**src/rtl/caph_fifo_pkg.sv**
```systemverilog
// caph_fifo_pkg
//   Shared definitions for the CAPH channel FIFO: the default token width and
//   depth of a channel, and the encoding of which side is accepted in a cycle.
//   No ports (package).
package caph_fifo_pkg;

  // Default token width of a CAPH channel.
  localparam int CAPH_DATA_WIDTH = 16;

  // Default number of token slots in a channel.
  localparam int CAPH_DEPTH = 4;

  // Which side of the channel is accepted on a clock edge, as {write, read}.
  typedef enum logic [1:0] {
    ACC_NONE = 2'b00,
    ACC_RD   = 2'b01,
    ACC_WR   = 2'b10,
    ACC_BOTH = 2'b11
  } acc_e;

endpackage : caph_fifo_pkg

```
**src/rtl/caph_fifo_if.sv**
```systemverilog
// caph_fifo_if
//   Groups the producer and consumer handshake of one CAPH channel.
//   Signals:
//     din   producer token            wr    producer write request
//     full  no free slot              dout  head token (valid when !empty)
//     rd    consumer pop request      empty no token held
//     count occupancy 0..DEPTH        ovf   sticky write-while-full
//     udf   sticky read-while-empty
//   Modports:
//     slave  - the FIFO itself
//     master - the actors (producer and consumer) around it
interface caph_fifo_if
  import caph_fifo_pkg::*;
#(
  parameter int DATA_WIDTH = CAPH_DATA_WIDTH,
  parameter int DEPTH      = CAPH_DEPTH
);

  localparam int AW = $clog2(DEPTH);

  logic [DATA_WIDTH-1:0] din;
  logic                  wr;
  logic                  full;
  logic [DATA_WIDTH-1:0] dout;
  logic                  rd;
  logic                  empty;
  logic [AW:0]           count;
  logic                  ovf;
  logic                  udf;

  modport slave (
    input  din, wr, rd,
    output full, dout, empty, count, ovf, udf
  );

  modport master (
    output din, wr, rd,
    input  full, dout, empty, count, ovf, udf
  );

endinterface : caph_fifo_if

```
**src/rtl/caph_fifo_mem.sv**
```systemverilog
// caph_fifo_mem
//   DEPTH x DATA_WIDTH token store for caph_fifo. Kept separate so it can be
//   mapped onto distributed RAM later. Contents are deliberately not reset.
//   Ports:
//     i_clk   clock, rising edge
//     i_we    write enable
//     i_waddr write slot
//     i_wdata write token
//     i_raddr read slot (asynchronous read)
//     o_rdata token at i_raddr
module caph_fifo_mem
  import caph_fifo_pkg::*;
#(
  parameter int DATA_WIDTH = CAPH_DATA_WIDTH,
  parameter int DEPTH      = CAPH_DEPTH,
  parameter int AW         = $clog2(DEPTH)
) (
  input  logic                  i_clk,
  input  logic                  i_we,
  input  logic [AW-1:0]         i_waddr,
  input  logic [DATA_WIDTH-1:0] i_wdata,
  input  logic [AW-1:0]         i_raddr,
  output logic [DATA_WIDTH-1:0] o_rdata
);

  logic [DATA_WIDTH-1:0] r_mem [DEPTH];

  // Synchronous write port.
  always_ff @(posedge i_clk) begin
    if (i_we) begin
      r_mem[i_waddr] <= i_wdata;
    end
  end

  // Asynchronous read port: the head token is visible without a wait state.
  assign o_rdata = r_mem[i_raddr];

endmodule : caph_fifo_mem

```
**src/rtl/caph_fifo.sv**
```systemverilog
// caph_fifo
//   Point-to-point first-word-fall-through FIFO channel between two CAPH
//   actors. Pointers, occupancy and sticky error flags live here; the token
//   store is caph_fifo_mem. Every output is a function of registered state
//   only, so no combinational path runs from wr/rd/din to any output.
//   Ports:
//     clock  system clock, rising edge
//     reset  asynchronous active-low reset
//     ch     channel interface (slave side): din/wr/full from the producer,
//            dout/rd/empty to the consumer, plus count/ovf/udf status
module caph_fifo
  import caph_fifo_pkg::*;
#(
  parameter int DATA_WIDTH = CAPH_DATA_WIDTH,
  parameter int DEPTH      = CAPH_DEPTH
) (
  input  logic        clock,
  input  logic        reset,
  caph_fifo_if.slave  ch
);

  localparam int AW = $clog2(DEPTH);

  localparam logic [AW-1:0] PTR_ONE   = AW'(1'b1);
  localparam logic [AW:0]   CNT_ZERO  = '0;
  localparam logic [AW:0]   CNT_ONE   = (AW + 1)'(1'b1);
  localparam logic [AW:0]   CNT_DEPTH = (AW + 1)'(DEPTH);

  logic [AW-1:0]         r_wr_ptr;
  logic [AW-1:0]         r_rd_ptr;
  logic [AW:0]           r_count;
  logic                  r_ovf;
  logic                  r_udf;

  logic                  w_full;
  logic                  w_empty;
  logic                  w_wr_acc;
  logic                  w_rd_acc;
  acc_e                  w_acc;
  logic [AW:0]           w_count_nxt;
  logic [DATA_WIDTH-1:0] w_rdata;

  // Flags come from the registered count, never from the requests.
  assign w_full  = (r_count == CNT_DEPTH);
  assign w_empty = (r_count == CNT_ZERO);

  // A full FIFO still accepts a read; an empty one still accepts a write.
  assign w_wr_acc = ch.wr & ~w_full;
  assign w_rd_acc = ch.rd & ~w_empty;
  assign w_acc    = acc_e'({w_wr_acc, w_rd_acc});

  // Occupancy change for this edge.
  always_comb begin
    w_count_nxt = r_count;
    case (w_acc)
      ACC_WR:   w_count_nxt = r_count + CNT_ONE;
      ACC_RD:   w_count_nxt = r_count - CNT_ONE;
      ACC_BOTH: w_count_nxt = r_count;
      ACC_NONE: w_count_nxt = r_count;
      default:  w_count_nxt = r_count;
    endcase
  end

  // Pointer, occupancy and sticky error flag registers.
  always_ff @(posedge clock or negedge reset) begin
    if (!reset) begin
      r_wr_ptr <= '0;
      r_rd_ptr <= '0;
      r_count  <= '0;
      r_ovf    <= 1'b0;
      r_udf    <= 1'b0;
    end else begin
      // Pointers wrap naturally at DEPTH since DEPTH is a power of two.
      if (w_wr_acc) begin
        r_wr_ptr <= r_wr_ptr + PTR_ONE;
      end
      if (w_rd_acc) begin
        r_rd_ptr <= r_rd_ptr + PTR_ONE;
      end
      r_count <= w_count_nxt;
      r_ovf   <= r_ovf | (ch.wr & w_full);
      r_udf   <= r_udf | (ch.rd & w_empty);
    end
  end

  caph_fifo_mem #(
    .DATA_WIDTH (DATA_WIDTH),
    .DEPTH      (DEPTH),
    .AW         (AW)
  ) u_mem (
    .i_clk   (clock),
    .i_we    (w_wr_acc),
    .i_waddr (r_wr_ptr),
    .i_wdata (ch.din),
    .i_raddr (r_rd_ptr),
    .o_rdata (w_rdata)
  );

  assign ch.full  = w_full;
  assign ch.empty = w_empty;
  assign ch.count = r_count;
  assign ch.ovf   = r_ovf;
  assign ch.udf   = r_udf;
  // Head token straight from the store; meaningless while empty.
  assign ch.dout  = w_rdata;

endmodule : caph_fifo

```
**src/flat_wrapper.sv**
```systemverilog
// flat-port wrapper written by rule: the top's interface ports become plain ports
module caph_fifo_flat import caph_fifo_pkg::*;
#(
  parameter int DATA_WIDTH = CAPH_DATA_WIDTH,
  parameter int DEPTH      = CAPH_DEPTH
)
  (clock, reset, ch_din, ch_wr, ch_rd, ch_full, ch_dout, ch_empty, ch_count, ch_ovf, ch_udf);
  caph_fifo_if #(.DATA_WIDTH(DATA_WIDTH), .DEPTH(DEPTH)) ch_i ();
  input  logic clock;
  input  logic reset;
  input wire logic [$bits(ch_i.din)-1:0] ch_din;
  input wire logic [$bits(ch_i.wr)-1:0] ch_wr;
  input wire logic [$bits(ch_i.rd)-1:0] ch_rd;
  output wire logic [$bits(ch_i.full)-1:0] ch_full;
  output wire logic [$bits(ch_i.dout)-1:0] ch_dout;
  output wire logic [$bits(ch_i.empty)-1:0] ch_empty;
  output wire logic [$bits(ch_i.count)-1:0] ch_count;
  output wire logic [$bits(ch_i.ovf)-1:0] ch_ovf;
  output wire logic [$bits(ch_i.udf)-1:0] ch_udf;
  assign ch_i.din = ch_din;
  assign ch_i.wr = ch_wr;
  assign ch_i.rd = ch_rd;
  assign ch_full = ch_i.full;
  assign ch_dout = ch_i.dout;
  assign ch_empty = ch_i.empty;
  assign ch_count = ch_i.count;
  assign ch_ovf = ch_i.ovf;
  assign ch_udf = ch_i.udf;
  caph_fifo #(.DATA_WIDTH(DATA_WIDTH), .DEPTH(DEPTH)) u_core (.clock(clock), .reset(reset), .ch(ch_i));
endmodule
```
**config.mk**
```make
export PLATFORM = sky130hd
export DESIGN_NAME = caph_fifo_flat
export DESIGN_NICKNAME = d
export VERILOG_FILES = /design/src/rtl/caph_fifo_pkg.sv /design/src/rtl/caph_fifo_if.sv /design/src/rtl/caph_fifo_mem.sv /design/src/rtl/caph_fifo.sv /design/src/flat_wrapper.sv
export SDC_FILE = /design/constraint.sdc
export NUM_CORES = 1
export LEC_CHECK = 0
export CELL_PAD_IN_SITES_DETAIL_PLACEMENT = 1
export CELL_PAD_IN_SITES_GLOBAL_PLACEMENT = 1
export CORE_MARGIN = 4
export CORE_UTILIZATION = 35
export CTS_CLUSTER_SIZE = 20
export DETAILED_ROUTE_END_ITERATION = 10
export PLACE_DENSITY_LB_ADDON = 0.1
export SLEW_MARGIN = 20
export SYNTH_ARGS = -nofsm -noshare
export SYNTH_HDL_FRONTEND = slang
export SYNTH_HIERARCHICAL = 1
export SYNTH_SLANG_ARGS = --single-unit
export TNS_END_PERCENT = 100
```
**constraint.sdc**
```tcl
create_clock -name clock -period 3.4 [get_ports clock]
set_input_delay 0.68 -clock clock [delete_from_list [all_inputs] [get_ports clock]]
set_output_delay 0.68 -clock clock [all_outputs]
set_load 0.01 [all_outputs]
```
* After elaboration in Yosys (flattened, before gate mapping)
Memories as Yosys holds them, arrays and structs flattened.
Index checks and enable logic that the tools add are counted.
** Word-level totals
- Flip-flop bits (word level) :: 9
- Memory bits (writable) :: 64
- Memories :: 1
** Memory list
- u_core.u_mem.r_mem :: depth 4, bits a word 16, rd ports 1, clocked after memory_dff 0, wr ports 1, line caph_fifo_mem.sv:26 : logic [DATA_WIDTH-1:0] r_mem [DEPTH];
** Operators by class
- $add $sub $neg :: 4
- Muxes and demuxes :: 3
- Bitwise gates (word level) :: 8
- Reductions and logical operators :: 3
- Eq/ne operators :: 4
** Operators by type and width (count)
- 3-bit one-hot mux with 2 select lines :: 1
- 2-bit by 1-bit adder with 2-bit output, second input constant :: 2
- 1-bit AND :: 4
- 2-bit == test, second input constant :: 2
- 3-bit by 1-bit adder with 3-bit output, second input constant :: 1
- 3-bit == test, second input constant :: 1
- 3-bit logical NOT :: 1
- 3-bit by 1-bit subtractor with 3-bit output, second input constant :: 1
- 2-bit by 1-bit == test with 1-bit output, second input constant :: 1
- 2-bit logical NOT :: 1
- 1-bit 2-to-1 mux :: 2
- 1-bit NOT :: 2
- 1-bit bitwise OR :: 2
- 2-bit OR reduction :: 1

* Longest topological paths before layout
- Depth in word-level cells :: 5
- Mapped depth :: 8
- Depth with buffers taken out :: 8

* Cells and area by module
Netlist, hierarchy kept.
** By module, submodules not included
- caph_fifo_mem :: area each 2377.3 µm², times used 1, cells each 88
- caph_fifo :: area each 421.7 µm², times used 1, cells each 33

* Worst setup path after synthesis
OpenSTA, ideal clock, no wires.
- Path kind :: reg-to-reg
- From :: register u_core.r_count[2], in the netlist u_core/ch.count[2]
- To :: memory u_core/u_mem/r_mem[0][0] in the netlist's numbering, enable pin
- Slack :: 0.877 ns
- Arrival :: 2.111 ns
- Clock period less this slack :: 2.523 ns
- Stages on the path, launching flop included :: 5
- Setup time :: 0.413 ns
- Required time :: 2.987 ns
- Path buffers :: 0
- Path through :: dfrtp_1 > nor3b_4 > nand2b_4 > inv_1 > nor3b_1
** Between the ends
- Word-level cells in the longest chain between the ends :: 5
** RTL lines
- from (decl) :: line caph_fifo.sv:31 : logic [AW:0] r_count;
- from (signal assigned) :: line caph_fifo.sv:80 : r_count <= w_count_nxt;
- 3-bit == test :: line caph_fifo.sv:44 : assign w_full = (r_count == CNT_DEPTH);
- net ch_full :: line flat_wrapper.sv:14 : output wire logic [$bits(ch_i.full)-1:0] ch_full;
- 1-bit NOT :: line caph_fifo.sv:48 : assign w_wr_acc = ch.wr & ~w_full;
- 1-bit AND :: line caph_fifo.sv:48
- net u_core.w_wr_acc :: line caph_fifo.sv:37 : logic w_wr_acc;
- 1-bit 2-to-1 mux :: line caph_fifo_mem.sv:30 : if (i_we) begin
- 1-bit 2-to-1 mux (implied by the code) :: line caph_fifo_mem.sv:31 : r_mem[i_waddr] <= i_wdata;
- to (decl) :: line caph_fifo_mem.sv:26
The timed path passes the listed nets, and every way through them passes these cells.

* Worst setup path after layout
- From :: register u_core.r_rd_ptr[0]
- To :: output ch_dout[1]
** Between the ends
- Word-level cells in the longest chain between the ends :: 1
** RTL lines
- from (decl) :: line caph_fifo.sv:30 : logic [AW-1:0] r_rd_ptr;
- from (signal assigned) :: line caph_fifo.sv:78 : r_rd_ptr <= r_rd_ptr + PTR_ONE;
- memory 4 x 16 bit
- to (decl) :: line flat_wrapper.sv:15 : output wire logic [$bits(ch_i.dout)-1:0] ch_dout;
Every way passes these cells.

==> results.py <==
metrics = {
    "timing": {
        "setup_viol_count_final": 0,
        "fin_skew_ps": 10.8,
        "grt_setup_unrepaired": "false",
        "fmax_mhz": 342,
        "slew_violations": 0,
        "min_period_ps": 2930,
        "min_period_over_period_pct": 86.1,
        "worst_pin_slew_ps": 791,
        "hold_violations": 0,
        "tns_ps": 0,
        "slew_headroom_pct": 47.2,
    },
    "worst_setup_path": {
        "worst_ep_required_time_ps": 2720,
        "arrival_ps": 2250,
        "path_delay_family": "buffers and inverters",
        "startpoint_type": "flip-flop",
        "critical_path_buf_inv_count": 2,
        "crit_chain": "buf_4, mux4_1, clkdlybuf4s50_1",
        "crit_path_top_delay_cell": "dfrtp_1",
        "slowest_delay_ps": 590,
        "crit_type": "reg2out",
        "worst_setup_path_end_kind": "primary output",
        "critPathMaxFanout": 7,
    },
    "synthesis": {
        "synthesis.nets": 143,
        "yosysTopAreaCell": "edfxtp_1",
        "synth_most_common_cell": "edfxtp_1",
        "async_flop_share_pct": 12.3,
        "ys_top_cells_by_area": "edfxtp_1 (69%), dfrtp_1 (8.0%), mux4_2 (8.0%), mux4_1 (5.6%), xor2_1 (1.3%)",
        "seq_area_frac_synth_pct": 76.7,
        "synth_area_um2": 2800,
        "synth_cells": 121,
        "syn_avg_cell_area_um2": 23.1,
        "yosys.area.top_type_share_pct": 68.7,
        "synth_ff_type": "edfxtp_1",
        "synth_commonest_cells": "edfxtp_1 (64), mux4_2 (10), dfrtp_1 (9), mux4_1 (6)",
        "ys_warn_count": 6,
        "ys_types": 23,
        "yosys_register_bits": 73,
        "synth-edff-count": 64,
    },
    "pwr": {
        "leakage_nw": 1.21,
        "combPwrFrac_pct": 34.7,
        "switching_power_mw": 0.894,
        "seq_power_share_pct": 45.8,
        "p_sw_share_pct": 30.1,
        "power_density_nw_per_um2": 841,
        "intPower_mw": 2.07,
        "peakVddDrop_uv": 315,
        "p_clk_share_pct": 19.5,
    },
    "global_route": {
        "grt_max_degree": 18,
        "gr-usage-all-layers_pct": 11.6,
        "antenna_found_initial": 0,
        "grt-ovfl-total": 0,
        "grt_first_pass_wirelength_um": 8340,
        "first_global_vias": 1506,
    },
    "floorplan": {
        "start_util_pct": 36.0,
        "coreArea_um2": 7770,
        "dieArea_um2": 9490,
        "die-width_um": 97.4,
        "ios": 43,
        "fp.dieH_um": 97.4,
        "rows": 32,
    },
    "clocking": {
        "insertion_delay_ps": 330,
        "cts_tree": "built",
        "htree_levels": 3,
        "ctsHoldBuffers": 0,
        "clock_sinks": 73,
        "cts_setup_buffers": 0,
        "cts_resized": 0,
        "clk_pin_slew_ps": 80,
        "clockRootBuffer": "clkbuf_8",
        "clockBufferDepth": 2,
        "cts_made_buffers": 9,
    },
    "place": {
        "gp_congestion": 0.631,
        "io_buffers": 42,
        "placed_area_um2": 3360,
        "dpl.hpwl_um": 3400,
    },
    "drt": {
        "firstDrtPassIters": 4,
        "drt-initial-drc-count": 53,
        "wirelength_um": 5150,
        "final_antenna_net_count": 0,
        "vias_per_cell": 4.69,
        "avgRoutedWirePerCell_um": 18.2,
        "drc": 0,
        "vias": 1327,
    },
    "final_layout": {
        "final_nets": 198,
        "areaGrowthSynthToFinish_pct": 25.9,
        "fin_area_um2": 3520,
        "drive_gt1_share_pct": 19.3,
        "antenna_cells": 0,
    },
    "status": {
        "status": "finished, final reports clean",
    },
    "job": {
        "max_cap_violations": 0,
    },
    "hold_path": {
        "hp-class": "reg2reg",
    },
}
## cell families (layout without fill, tap and decap cells)
group,Yosys count,in the layout,synth area share [%]
flip-flops,73,73,76.7
multiplexers,17,17,14.0
AND/OR/NAND/NOR,11,11,3.00
buffers and inverters,8,68,2.01
XOR/XNOR,7,7,2.19
AO/OA/AOI/OAI,3,3,0.894
adder cells (fa/ha/maj),2,2,1.16
## final timing paths
kind                                    start                  to  slack (ps)  cells after the start
setup / recovery           u_core/r_rd_ptr[0]          ch_dout[1]         470                      3
hold / removal                  u_core/ch.ovf       u_core/ch.ovf         470                      1
setup reg to reg           u_core/ch.count[0]  u_core/ch.count[2]        1340                      8
hold reg to reg                 u_core/ch.ovf       u_core/ch.ovf         470                      1
max in group asynchronous               reset  u_core/r_rd_ptr[1]        2430                      1
min in group asynchronous               reset       u_core/ch.udf         660                      1
## sequential cells by signal, indices dropped and copies added, names as in the netlist
signal	cells
u_core/u_mem/r_mem	64
u_core/ch.count	3
u_core/r_rd_ptr	2
u_core/r_wr_ptr	2
u_core/ch.ovf	1
u_core/ch.udf	1
## layer usage
metal	up-vias	track usage, %	part of all wire, %
met5	-	0	0
met4	0	5.11	1.5
met3	5	2.58	3.0
met2	26	19.0	52
met1	693	14.8	44
li1	603	-	-
## per-stage QoR
stage	util (%)	power, mW	hold slack (ps)	std cells	setup WS, ps
final	45.4	2.97	469	283	473
after global routing	45.4	3.14	478	283	376
after CTS	45.4	3.02	471	283	430
after detailed placement	43.2	2.44	451	267	802
after global placement	43.2	2.40	438	267	843
after floorplan	-	1.92	384	121	877
## area by class of cell
type,instances,area (µm²)
Tap cell,102,128
Timing Repair Buffer,48,465
Fill cell,755,4240
Clock buffer,9,124
Clock inverter,7,45.0
Multi-Input combinational cell,40,601
Inverter,4,15.0
Sequential cell,73,2150
## cell usage in the layout, fill, tap and decap left out, drive strengths merged
cell type      synthesis  final
ha                     1      1
inv                    4      5
o31a                   1      1
dfrtp                  9      9
a21o                   2      2
nor2                   2      2
edfxtp                64     64
clkbuf                 0      9
clkinvlp               0      3
xnor2                  3      3
clkinv                 0      3
mux2i                  1      1
nor3                   1      1
and3                   1      1
xor2                   4      4
fa                     1      1
buf                    4      6
clkdlybuf4s50          0     42
nor3b                  2      2
mux4                  16     16
nand2                  2      2
nand2b                 1      1
and3b                  2      2
## power by group through the flow
stage / Clock (mW) / Sequential (mW) / Combinational [mW]
floorplan: 0 / 1.31 / 0.613
global placement: 0 / 1.37 / 1.04
detailed placement: 0 / 1.38 / 1.05
CTS: 0.600 / 1.37 / 1.06
global route: 0.643 / 1.39 / 1.11
finish: 0.579 / 1.36 / 1.03
Power figures use the tool's default switching activity.
